<file path="config.mk">
export PLATFORM = sky130hd
export DESIGN_NAME = addr_req_arb_flat
export DESIGN_NICKNAME = d
export VERILOG_FILES = /design/src/rtl/addr_pkg.sv /design/src/rtl/addr_req_arb_pkg.sv /design/src/rtl/addr_req_arb_if.sv /design/src/rtl/addr_req_arb_rr_arb.sv /design/src/rtl/addr_req_arb.sv /design/src/flat_wrapper.sv
export SDC_FILE = /design/constraint.sdc
export NUM_CORES = 1
export LEC_CHECK = 0
export ABC_CLOCK_PERIOD_IN_PS = 6000
export CAP_MARGIN = 20
export CORE_AREA = 2 2 152 154
export DETAILED_ROUTE_END_ITERATION = 12
export DIE_AREA = 0 0 154 156
export GPL_ROUTABILITY_DRIVEN = 1
export HOLD_SLACK_MARGIN = 0.15
export PLACE_DENSITY = 0.69
export SLEW_MARGIN = 20
export SYNTH_ARGS = -nofsm -noshare
export SYNTH_HDL_FRONTEND = slang
export SYNTH_SLANG_ARGS = --single-unit
</file>
<file path="constraint.sdc">
create_clock -name clk -period 6 [get_ports clk]
set_input_delay 1.2 -clock clk [delete_from_list [all_inputs] [get_ports clk]]
set_output_delay 1.2 -clock clk [all_outputs]
set_load 0.01 [all_outputs]
</file>
<file path="src/rtl/addr_pkg.sv">
// Chip-level address map types shared by every block that decodes or drives the address bus.
// Layout (27 bits): {is_zap, zap_id[5:0], non_zap_block_id[2:0], offset[16:0]}.
package addr_pkg;

    typedef logic [5:0] zap_id_t;

    typedef enum logic {
        IS_ZAP_NON_ZAP = 1'b0,
        IS_ZAP_ZAP     = 1'b1
    } IS_ZAP_E;

    typedef enum logic [2:0] {
        NZ_BLK_SRAM   = 3'd0,
        NZ_BLK_ROM    = 3'd1,
        NZ_BLK_CSR    = 3'd2,
        NZ_BLK_UNUSED = 3'd3,
        NZ_BLK_DMA    = 3'd4,
        NZ_BLK_DBG    = 3'd5,
        NZ_BLK_PLL    = 3'd6,
        NZ_BLK_FUSE   = 3'd7
    } NON_ZAP_BLOCK_ID_E;

    typedef struct packed {
        IS_ZAP_E           is_zap;
        zap_id_t           zap_id;
        NON_ZAP_BLOCK_ID_E non_zap_block_id;
        logic [16:0]       offset;
    } addr_t;

endpackage

</file>
<file path="src/rtl/addr_req_arb_pkg.sv">
// Shared types, constants and target-decode helpers for the address request arbiter.
package addr_req_arb_pkg;
    import addr_pkg::*;

    typedef enum logic [1:0] {
        IDLE  = 2'd0,
        ISSUE = 2'd1,
        WAIT  = 2'd2,
        RESP  = 2'd3
    } addr_req_arb_state_e;

    // Nibble replicated across the read data on a watchdog timeout.
    localparam logic [3:0] ADDR_REQ_ARB_ERR_DATA = 4'hE;

    localparam logic [2:0] ADDR_REQ_ARB_ILLEGAL_BLK = 3'd3;

    function automatic logic [5:0] addr_req_arb_tgt_id(input addr_t a);
        return (a.is_zap == IS_ZAP_ZAP) ? a.zap_id : {3'b000, a.non_zap_block_id};
    endfunction

    function automatic logic addr_req_arb_illegal(input addr_t a);
        return (a.is_zap == IS_ZAP_NON_ZAP) && (a.non_zap_block_id == ADDR_REQ_ARB_ILLEGAL_BLK);
    endfunction

endpackage

</file>
<file path="src/rtl/addr_req_arb_if.sv">
// Requester-side and downstream-bus signals of the address request arbiter.
// The slave modport is the arbiter's view; master is the surrounding environment.
interface addr_req_arb_if
    import addr_pkg::*;
#(
    parameter int NUM_REQ    = 4,
    parameter int DATA_WIDTH = 32
);
    logic [NUM_REQ-1:0]    req_valid;
    logic [NUM_REQ-1:0]    req_ready;
    addr_t                 req_addr  [NUM_REQ];
    logic [NUM_REQ-1:0]    req_wr;
    logic [DATA_WIDTH-1:0] req_wdata [NUM_REQ];
    logic [NUM_REQ-1:0]    rsp_valid;
    logic [DATA_WIDTH-1:0] rsp_rdata;
    logic                  rsp_err;

    logic                  bus_valid;
    logic                  bus_ready;
    addr_t                 bus_addr;
    logic                  bus_wr;
    logic [DATA_WIDTH-1:0] bus_wdata;
    logic                  bus_tgt_zap;
    logic [5:0]            bus_tgt_id;
    logic                  bus_rsp_valid;
    logic [DATA_WIDTH-1:0] bus_rdata;
    logic                  bus_err;

    modport slave (
        input  req_valid, req_addr, req_wr, req_wdata,
        input  bus_ready, bus_rsp_valid, bus_rdata, bus_err,
        output req_ready, rsp_valid, rsp_rdata, rsp_err,
        output bus_valid, bus_addr, bus_wr, bus_wdata, bus_tgt_zap, bus_tgt_id
    );

    modport master (
        output req_valid, req_addr, req_wr, req_wdata,
        output bus_ready, bus_rsp_valid, bus_rdata, bus_err,
        input  req_ready, rsp_valid, rsp_rdata, rsp_err,
        input  bus_valid, bus_addr, bus_wr, bus_wdata, bus_tgt_zap, bus_tgt_id
    );

endinterface

</file>
<file path="src/rtl/addr_req_arb_rr_arb.sv">
// Combinational round-robin picker: grants the first set request at or after ptr,
// wrapping modulo NUM_REQ, as a one-hot vector plus its index.
module addr_req_arb_rr_arb #(
    parameter int NUM_REQ = 4
) (
    input  logic [NUM_REQ-1:0]         req,
    input  logic [$clog2(NUM_REQ)-1:0] ptr,
    output logic [NUM_REQ-1:0]         gnt,
    output logic [$clog2(NUM_REQ)-1:0] gnt_idx
);
    localparam int IW = $clog2(NUM_REQ);

    logic          found;
    logic [IW-1:0] idx;

    always_comb begin
        gnt     = '0;
        gnt_idx = '0;
        found   = 1'b0;
        idx     = '0;
        for (int i = 0; i < NUM_REQ; i++) begin
            idx = IW'((32'(ptr) + 32'(i)) % 32'(NUM_REQ));
            if (!found && req[idx]) begin
                found      = 1'b1;
                gnt[idx]   = 1'b1;
                gnt_idx    = idx;
            end
        end
    end

endmodule

</file>
<file path="src/rtl/addr_req_arb.sv">
// Round-robin arbiter sharing the chip address bus among NUM_REQ requesters, one transaction at a time.
// Define ADDR_REQ_ARB_WATCHDOG_EN to add a WAIT-state timeout that answers with an error.
module addr_req_arb
    import addr_pkg::*;
    import addr_req_arb_pkg::*;
#(
    parameter int NUM_REQ        = 4,
    parameter int DATA_WIDTH     = 32,
    parameter int TIMEOUT_CYCLES = 1024
) (
    input  logic          clk,
    input  logic          rst,
    addr_req_arb_if.slave io
);
    localparam int IW = $clog2(NUM_REQ);

    addr_req_arb_state_e   state;
    logic [IW-1:0]         rr_ptr;
    logic [IW-1:0]         gnt_idx;
    logic [IW-1:0]         next_ptr;
    logic [NUM_REQ-1:0]    gnt;
    logic [NUM_REQ-1:0]    gnt_q;
    logic                  any_req;

    addr_t                 sel_addr;
    logic                  sel_zap;
    logic                  sel_illegal;
    logic [5:0]            sel_tgt_id;

    logic [NUM_REQ-1:0]    rsp_valid_q;
    logic [DATA_WIDTH-1:0] rsp_rdata_q;
    logic                  rsp_err_q;
    logic                  bus_valid_q;
    addr_t                 bus_addr_q;
    logic                  bus_wr_q;
    logic [DATA_WIDTH-1:0] bus_wdata_q;
    logic                  bus_tgt_zap_q;
    logic [5:0]            bus_tgt_id_q;

`ifdef ADDR_REQ_ARB_WATCHDOG_EN
    localparam int WDOG_W = $clog2(TIMEOUT_CYCLES + 1);
    logic [WDOG_W-1:0] wdog_cnt;
`endif

    addr_req_arb_rr_arb #(
        .NUM_REQ (NUM_REQ)
    ) u_rr_arb (
        .req     (io.req_valid),
        .ptr     (rr_ptr),
        .gnt     (gnt),
        .gnt_idx (gnt_idx)
    );

    assign any_req     = |io.req_valid;
    assign sel_addr    = io.req_addr[gnt_idx];
    assign sel_zap     = (sel_addr.is_zap == IS_ZAP_ZAP);
    assign sel_illegal = addr_req_arb_illegal(sel_addr);
    assign sel_tgt_id  = addr_req_arb_tgt_id(sel_addr);
    assign next_ptr    = (gnt_idx == IW'(NUM_REQ - 1)) ? '0 : gnt_idx + 1'b1;

    // The grant is the only combinational output: a requester sees it in the cycle it is taken.
    assign io.req_ready   = (state == IDLE && !rst) ? gnt : '0;
    assign io.rsp_valid   = rsp_valid_q;
    assign io.rsp_rdata   = rsp_rdata_q;
    assign io.rsp_err     = rsp_err_q;
    assign io.bus_valid   = bus_valid_q;
    assign io.bus_addr    = bus_addr_q;
    assign io.bus_wr      = bus_wr_q;
    assign io.bus_wdata   = bus_wdata_q;
    assign io.bus_tgt_zap = bus_tgt_zap_q;
    assign io.bus_tgt_id  = bus_tgt_id_q;

    always_ff @(posedge clk or posedge rst) begin
        if (rst) begin
            state         <= IDLE;
            rr_ptr        <= '0;
            gnt_q         <= '0;
            rsp_valid_q   <= '0;
            rsp_rdata_q   <= '0;
            rsp_err_q     <= 1'b0;
            bus_valid_q   <= 1'b0;
            bus_addr_q    <= '0;
            bus_wr_q      <= 1'b0;
            bus_wdata_q   <= '0;
            bus_tgt_zap_q <= 1'b0;
            bus_tgt_id_q  <= '0;
`ifdef ADDR_REQ_ARB_WATCHDOG_EN
            wdog_cnt      <= '0;
`endif
        end else begin
            case (state)
                IDLE: begin
                    if (any_req) begin
                        gnt_q         <= gnt;
                        rr_ptr        <= next_ptr;
                        bus_addr_q    <= sel_addr;
                        bus_wr_q      <= io.req_wr[gnt_idx];
                        bus_wdata_q   <= io.req_wdata[gnt_idx];
                        bus_tgt_zap_q <= sel_zap;
                        bus_tgt_id_q  <= sel_tgt_id;
                        // An unused block encoding never reaches the bus; answer locally with an error.
                        if (sel_illegal) begin
                            rsp_valid_q <= gnt;
                            rsp_rdata_q <= '0;
                            rsp_err_q   <= 1'b1;
                            state       <= RESP;
                        end else begin
                            bus_valid_q <= 1'b1;
                            state       <= ISSUE;
                        end
                    end
                end
                ISSUE: begin
                    if (bus_valid_q && io.bus_ready) begin
                        bus_valid_q <= 1'b0;
                        state       <= WAIT;
`ifdef ADDR_REQ_ARB_WATCHDOG_EN
                        wdog_cnt    <= '0;
`endif
                    end
                end
                WAIT: begin
                    if (io.bus_rsp_valid) begin
                        rsp_valid_q <= gnt_q;
                        rsp_rdata_q <= io.bus_rdata;
                        rsp_err_q   <= io.bus_err;
                        state       <= RESP;
                    end
`ifdef ADDR_REQ_ARB_WATCHDOG_EN
                    else if (wdog_cnt == WDOG_W'(TIMEOUT_CYCLES - 1)) begin
                        wdog_cnt    <= wdog_cnt + 1'b1;
                        rsp_valid_q <= gnt_q;
                        rsp_rdata_q <= {(DATA_WIDTH / 4){ADDR_REQ_ARB_ERR_DATA}};
                        rsp_err_q   <= 1'b1;
                        state       <= RESP;
                    end else begin
                        wdog_cnt    <= wdog_cnt + 1'b1;
                    end
`endif
                end
                RESP: begin
                    rsp_valid_q <= '0;
                    state       <= IDLE;
                end
                default: state <= IDLE;
            endcase
        end
    end

endmodule

</file>
<file path="src/flat_wrapper.sv">
// flat-port wrapper written by rule: the top's interface ports become plain ports
module addr_req_arb_flat import addr_pkg::*; import addr_req_arb_pkg::*;
#(
    parameter int NUM_REQ        = 4,
    parameter int DATA_WIDTH     = 32,
    parameter int TIMEOUT_CYCLES = 1024
)
  (clk, rst, io_req_valid, io_req_addr, io_req_wr, io_req_wdata, io_bus_ready, io_bus_rsp_valid, io_bus_rdata, io_bus_err, io_req_ready, io_rsp_valid, io_rsp_rdata, io_rsp_err, io_bus_valid, io_bus_addr, io_bus_wr, io_bus_wdata, io_bus_tgt_zap, io_bus_tgt_id);
  addr_req_arb_if #(.NUM_REQ(NUM_REQ), .DATA_WIDTH(DATA_WIDTH)) io_i ();
  input  logic clk;
  input  logic rst;
  input wire logic [$bits(io_i.req_valid)-1:0] io_req_valid;
  input wire logic [$bits(io_i.req_addr)-1:0] io_req_addr;
  input wire logic [$bits(io_i.req_wr)-1:0] io_req_wr;
  input wire logic [$bits(io_i.req_wdata)-1:0] io_req_wdata;
  input wire logic [$bits(io_i.bus_ready)-1:0] io_bus_ready;
  input wire logic [$bits(io_i.bus_rsp_valid)-1:0] io_bus_rsp_valid;
  input wire logic [$bits(io_i.bus_rdata)-1:0] io_bus_rdata;
  input wire logic [$bits(io_i.bus_err)-1:0] io_bus_err;
  output wire logic [$bits(io_i.req_ready)-1:0] io_req_ready;
  output wire logic [$bits(io_i.rsp_valid)-1:0] io_rsp_valid;
  output wire logic [$bits(io_i.rsp_rdata)-1:0] io_rsp_rdata;
  output wire logic [$bits(io_i.rsp_err)-1:0] io_rsp_err;
  output wire logic [$bits(io_i.bus_valid)-1:0] io_bus_valid;
  output wire logic [$bits(io_i.bus_addr)-1:0] io_bus_addr;
  output wire logic [$bits(io_i.bus_wr)-1:0] io_bus_wr;
  output wire logic [$bits(io_i.bus_wdata)-1:0] io_bus_wdata;
  output wire logic [$bits(io_i.bus_tgt_zap)-1:0] io_bus_tgt_zap;
  output wire logic [$bits(io_i.bus_tgt_id)-1:0] io_bus_tgt_id;
  assign io_i.req_valid = io_req_valid;
  assign io_i.req_addr = {>>{io_req_addr}};
  assign io_i.req_wr = io_req_wr;
  assign io_i.req_wdata = {>>{io_req_wdata}};
  assign io_i.bus_ready = io_bus_ready;
  assign io_i.bus_rsp_valid = io_bus_rsp_valid;
  assign io_i.bus_rdata = io_bus_rdata;
  assign io_i.bus_err = io_bus_err;
  assign io_req_ready = io_i.req_ready;
  assign io_rsp_valid = io_i.rsp_valid;
  assign io_rsp_rdata = io_i.rsp_rdata;
  assign io_rsp_err = io_i.rsp_err;
  assign io_bus_valid = io_i.bus_valid;
  assign io_bus_addr = io_i.bus_addr;
  assign io_bus_wr = io_i.bus_wr;
  assign io_bus_wdata = io_i.bus_wdata;
  assign io_bus_tgt_zap = io_i.bus_tgt_zap;
  assign io_bus_tgt_id = io_i.bus_tgt_id;
  addr_req_arb #(.NUM_REQ(NUM_REQ), .DATA_WIDTH(DATA_WIDTH), .TIMEOUT_CYCLES(TIMEOUT_CYCLES)) u_core (.clk(clk), .rst(rst), .io(io_i));
endmodule
</file>
# Word level (Yosys, flattened, before mapping)
# Index checks and enable logic that the tools add are counted.
[word_totals] regBits=112 latch_bits=0 ram_bits=0 rom_bits=0 in_bits=281 word_cells=126 memories=0
[op_classes] add_sub_neg=4 mul=0 div=0 magnitude_cmp=10 eq_ne=10 shift=0 muxes=59 bitwise_logic=5 n_reduce_logical=24
[ops] operator="32-bit two-way mux" n=5
[ops] operator="32-bit binary-select mux with 2-bit select" n=1
[ops] operator="32-bit one-hot mux with 2 select lines" n=1
[ops] operator="27-bit binary-select mux with 2-bit select" n=1
[ops] operator="27-bit two-way mux" n=2
[ops] operator="4-bit two-way mux" n=8
[ops] operator="1-bit two-way mux" n=18
[ops] operator="2-bit two-way mux" n=9
[ops] operator="2-bit by 3-bit less-than comparator with 1-bit output, second input constant" n=5
[ops] operator="4-bit OR" n=3
[ops] operator="4-bit one-hot mux with 3 select lines" n=1
[ops] operator="4-bit AND reduction" n=3
[ops] operator="1-bit binary-select mux with 2-bit select" n=5
[ops] operator="1-bit logical AND" n=10
[ops] operator="1-bit demux with 2-bit select" n=4
[ops] operator="2-bit by 1-bit >= comparator with 1-bit output, second input constant" n=4
[ops] operator="2-bit one-hot mux with 4 select lines" n=1
[ops] operator="2-bit equality test, second input constant" n=3
[ops] operator="6-bit two-way mux" n=1
[ops] operator="2-bit by 1-bit != test with 1-bit output, second input constant" n=3
[ops] operator="2-bit by 1-bit adder with 2-bit output, second input constant" n=2
[ops] operator="2-bit adder, second input constant" n=2
[ops] operator="1-bit logical NOT" n=4
[ops] operator="2-bit != test, second input constant" n=2
[ops] operator="12 further kinds" n=14

# Longest topological paths before layout
[logic_depth] word_depth=21 ltp_mapped=14 depth_no_buf=10

# Hierarchy
# Synthesis repeated with hierarchy kept, for this count alone.
[hier_totals] cells_unflattened=545 area_unflattened_um2=7058.0
[by_module_without_submodules] module="addr_req_arb" instances=1 cells_per_inst=497 area_each_um2=6653.9 seq_area_each_um2=2802.7
[by_module_without_submodules] module="addr_req_arb_rr_arb" instances=1 cells_per_inst=48 area_each_um2=404.1 seq_area_each_um2=0.0

# Least setup slack after synthesis
# OpenSTA, ideal clock, no wires.
[synth_path] path_kind="input -> output" startpoint="input port rst" endpoint="output port io_req_ready[0]" arrival_ps=4208 path_slack_ps=592 stages=3 path_cell_list="inv_1 > nand2_1 > nor2_1"
[synth_via] elab_chain_cells=3
[synth_lines] element="from (decl)" line_no="flat_wrapper.sv:11" source="input logic rst;"
[synth_lines] element="1-bit logical NOT" line_no="addr_req_arb.sv:62" source="assign io.req_ready = (state == IDLE && !rst) ? gnt : '0;"
[synth_lines] element="1-bit logical AND" line_no="addr_req_arb.sv:62"
[synth_lines] element="4-bit two-way mux" line_no="addr_req_arb.sv:62"
[synth_lines] element="to (decl)" line_no="flat_wrapper.sv:20" source="output wire logic [$bits(io_i.req_ready)-1:0] io_req_ready;"
# No other way between the ends.

# Worst setup path after layout
[layout_path] startpoint="input port io_req_valid[2]" endpoint="register u_core.rsp_rdata_q[16] (netlist: u_core.io.rsp_rdata[16])"
[layout_via] elab_chain_cells=20 word_cells_on_any_way=32
[layout_lines] element="from (decl)" line_no="flat_wrapper.sv:12" source="input wire logic [$bits(io_i.req_valid)-1:0] io_req_valid;"
[layout_lines] element="1-bit binary-select mux with 2-bit select" line_no="addr_req_arb_rr_arb.sv:23" source="if (!found && req[idx]) begin"
[layout_lines] element="1-bit two-way mux (implied by the code)" line_no="addr_req_arb_rr_arb.sv:23"
[layout_lines] element="1-bit two-way mux" line_no="addr_req_arb_rr_arb.sv:23"
[layout_lines] element="1-bit logical NOT" line_no="addr_req_arb_rr_arb.sv:23"
[layout_lines] element="1-bit logical AND" line_no="addr_req_arb_rr_arb.sv:23"
[layout_lines] element="1-bit two-way mux" line_no="addr_req_arb_rr_arb.sv:23"
[layout_lines] element="1-bit logical NOT" line_no="addr_req_arb_rr_arb.sv:23"
[layout_lines] element="1-bit logical AND" line_no="addr_req_arb_rr_arb.sv:23"
[layout_lines] element="(+3 left out)"
[layout_lines] element="2-bit two-way mux" line_no="addr_req_arb_rr_arb.sv:23"
[layout_lines] element="2-bit inverter with 3-bit output (implied by the code)" line_no="addr_req_arb.sv:55" source="assign sel_addr = io.req_addr[gnt_idx];"
[layout_lines] element="27-bit binary-select mux with 2-bit select" line_no="addr_req_arb.sv:55"
[layout_lines] element="27-bit two-way mux (implied by the code) (2 in series)" line_no="addr_req_arb.sv:55"
[layout_lines] element="3-bit by 2-bit equality test with 1-bit output / 1-bit inverter (equally long branches)" line_no="addr_req_arb_pkg.sv:22" source="return (a.is_zap == IS_ZAP_NON_ZAP) && (a.non_zap_block_id == ADDR_REQ_ARB_ILLEGAL_BLK);"
[layout_lines] element="1-bit logical AND" line_no="addr_req_arb_pkg.sv:22"
[layout_lines] element="2-bit by 1-bit != test with 1-bit output (no source line)"
[layout_lines] element="4-bit AND reduction (no source line) (*)"
[layout_lines] element="to (signal assigned)" line_no="addr_req_arb.sv:125" source="rsp_rdata_q <= io.bus_rdata;"
[layout_lines] element="to (decl)" line_no="addr_req_arb.sv:31" source="logic [DATA_WIDTH-1:0] rsp_rdata_q;"
# Mark *: on every way between the ends. The rest lies on a longest branch, timed or not. The select of a mux whose other input is x is not followed.
# A chain may end at the register's enable or synchronous reset.

==> results by group <==
Power
  – Switch share: 0.455
  – Leak: 0.00531 uW
  – Clk pwr share: 0.104
  – Net Switching: 2780 uW
  – Logic pwr share: 0.667
  – Sequential share of power: 0.229
  – Int Pwr: 3330 uW
  – Pwr per Cell Area: 517 nW/um^2
  – Design Power: 6120 uW
  – Peak supply drop: 214 uV

Clock network
  – Clock buffer depth: 2
  – CTS sink cnt: 112
  – H-tree depth: 3
  – TritonCTS clock tree: built
  – Clk slew on worst S/H paths: about 0.08 ns
  – Post-CTS sizing: 0
  – Post-CTS Setup Repair Bufs: 0
  – Worst skew pair latency: approximately 0.36 ns
  – Root Driver: clkbuf_16
  – Hold buffers post-CTS: 0
  – Num CTS Buffers: 9

Finish
  – Fillers: 2,077
  – Layout Utilization: 0.529
  – Post-layout nets: 1,548
  – Storage element area: 2800 sq um
  – Layout area overhead: 60.1%
  – Layout cells sized above 1: 0.0475
  – Multi-input combinational cell area: 4240 sq um

Yosys
  – Yosys cell types: 52
  – Synth async-reset ratio: 1.00
  – Area leader, netlist: dfrtp_1
  – Mapped Cells: 920
  – Number of synthesized flops with an enable pin: 0
  – Cell Area, Synth: 7390 sq um
  – Sequential share of the synthesized area: 0.379
  – Mapped Nets: roughly 1,200
  – Ranking of synthesized cells by area: dfrtp_1, nand2_1, and3_1
  – Yosys reg bits: 112
  – Yosys top cell area share: 0.379
  – YS warnings: 0
  – Avg Synthesized Cell Area: ~8 sq um
  – Ys flop type: dfrtp_1

Timing
  – Max Slew Vio Count: 0
  – Period minus WS final: 5.09 ns
  – Setup ws final: 0.915 ns
  – Fin crit share: 0.848
  – Fmax: 0.197 GHz
  – Final setup fails: 0
  – RSZ-0062 raised after global routing: false
  – Slew @ Worst Pin: between 1 and 1.5 ns
  – Slew headroom: 0.261
  – Setup TNS: 0 ns
  – Final Hold Viols: 0
  – Clock Skews: 0.00725 ns

Route
  – Drt wl/cell: 19.3 um
  – Number of remaining DRC errors: 0
  – Antenna-violating nets left: 0
  – WL final: 29,900 um
  – Total iterations of the first detailed-routing run: 8
  – Total number of vias: 8,448
  – Vias/cell: 5.44
  – Starting DRT DRC Count: between 500 and 600

Die
  – Die W: 154 um
  – CORE AREA: between 20,000 and 25,000 sq um
  – # rows: 55
  – Die area: around 24,000 sq um
  – Initial core utilization: 0.330
  – Total I/O pin count: 390
  – Vert. Die Dim: 156 um

Global route
  – Vias in the first global route: 8,030
  – Congestion Overflow GR: 0
  – Largest net degree at the start of global routing: between 70 and 80
  – First-pass GRT wire length: 44,900 um
  – Initial antenna violation count: 3
  – Tot GR Track Use: 0.237

Placed design
  – DP HPWL: around 22,000 um
  – Port Buffers: 389
  – Post-placement worst setup slack: 0.552 ns
  – Gpl congestion: approximately 0.86

Hold path
  – HP Class: register to register

Run
  – MaxCap Viol Count: 0

Critical path
  – WP data arrival: 5.38 ns
  – CP endpoint kind: register
  – Crit path kind: primary input to register
  – CP startpoint kind: primary input
  – CP max FO: 30
  – Critical Path RT: 6.30 ns

Outcome
  – Outcome: finished, final reports clean
==> registers in the layout, indices dropped and copies added (netlist names), 2 cells and up <==
name,cells
u_core.io.bus_tgt_id,6
u_core.io.rsp_valid,4
u_core.io.bus_addr,27
u_core.io.bus_wdata,32
u_core.gnt_q,4
u_core.io.rsp_rdata,32
u_core.rr_ptr,2
u_core.state,2
==> cell type report <==
cell class,count,area share
repair buffers,409,0.345
multi-input cells,717,0.358
diodes,3,0.000635
flip-flops and latches,112,0.237
clock buffers,11,0.0205
inverters,10,0.00338
clock inverters,5,0.00550
well taps,285,0.0301
==> cell usage in the layout, fill, tap and decap left out, drive strengths merged, types with 6 or more instances in the layout <==
cell type,instances
nor2,17
nand2,283
mux2i,7
clkbuf,11
clkdlybuf4s50,389
a21o,50
ha,8
a21oi,33
mux2,7
o21ai,73
a32oi,7
buf,20
a221o,32
dfrtp,112
a221oi,6
inv,10
nand3,11
and3,87
a311oi,50
==> kinds of logic (layout without fill, tap and decap cells) <==
family,after synthesis,count (layout),share of synthesized area
DFF,112,112,0.379
buffers and inverters,91,435,0.0518
xor gates and xnor gates,1,1,0.00119
AOI/OAI and AO/OA,274,274,0.268
and+or+nand+nor,417,417,0.257
adders and majority gates,8,8,0.0135
muxes,17,17,0.0293
other,0,3,0
==> power groups by stage <==
stage | logic (uW) | clock network, uW | registers, uW
detailed placement | 4090 | 0 | 1410
CTS | 4100 | 654 | 1400
floorplan | 2350 | 0 | 1500
global route | 4460 | 683 | 1450
global placement | 4050 | 0 | 1390
finish | 4080 | 635 | 1400
==> worst max-delay path, cell delays in order <==
cell and delay, ns:
clkdlybuf4s50_1 0.55, mux4_2 0.62, nor2b_4 0.17, o21ai_1 0.37, and2_2 0.63, a32oi_2 0.34
nor4b_4 0.34, buf_4 0.20, and3_1 0.55, buf_12 0.24, a221o_1 0.16
==> synth_stat cells, types with 7 or more instances <==
| cell type | n |
|---|---|
| nand3_1 | 11 |
| o21ai_0 | 70 |
| mux2_2 | 7 |
| inv_1 | 9 |
| clkbuf_1 | 64 |
| nor2_1 | 16 |
| dfrtp_1 | 112 |
| nand2_1 | 283 |
| a311oi_1 | 50 |
| a21o_1 | 50 |
| and3_1 | 87 |
| buf_2 | 9 |
| mux2i_1 | 7 |
| ha_1 | 8 |
| a221o_1 | 32 |
| a21oi_1 | 33 |
==> per-layer routing <==
layer / vias to the layer above / track usage / share of wire
met5: - / 0 / 0
met4: 0 / 0.0957 / 0.034
met3: 59 / 0.0644 / 0.085
met2: 419 / 0.389 / 0.48
met1: 3958 / 0.295 / 0.40
li1: 4012 / - / -
==> final timing paths <==
path / start / endpoint / slack [ns] / cells after the start
max: io_req_valid[2] / u_core.io.rsp_rdata[16] / 0.91 / 11
min: u_core.io.bus_wdata[13] / u_core.io.bus_wdata[13] / 0.47 / 1
max reg2reg: u_core.rr_ptr[0] / u_core.io.rsp_rdata[16] / 1.04 / 12
min reg2reg: u_core.io.bus_wdata[13] / u_core.io.bus_wdata[13] / 0.47 / 1
max in group asynchronous: rst / u_core.io.bus_wdata[19] / 3.31 / 4
min in group asynchronous: rst / u_core.state[1] / 1.40 / 3
==> stage by stage <==
step	instance area [sq um]	hold slack, ns	std cells
floorplan	7390	0.450	920
global placement	11500	0.458	1533
detailed placement	11500	0.465	1533
CTS	11800	0.481	1549
global route	11800	0.490	1551
finish	11800	0.475	1552
Note: power is estimated with default switching activity, not from simulation.
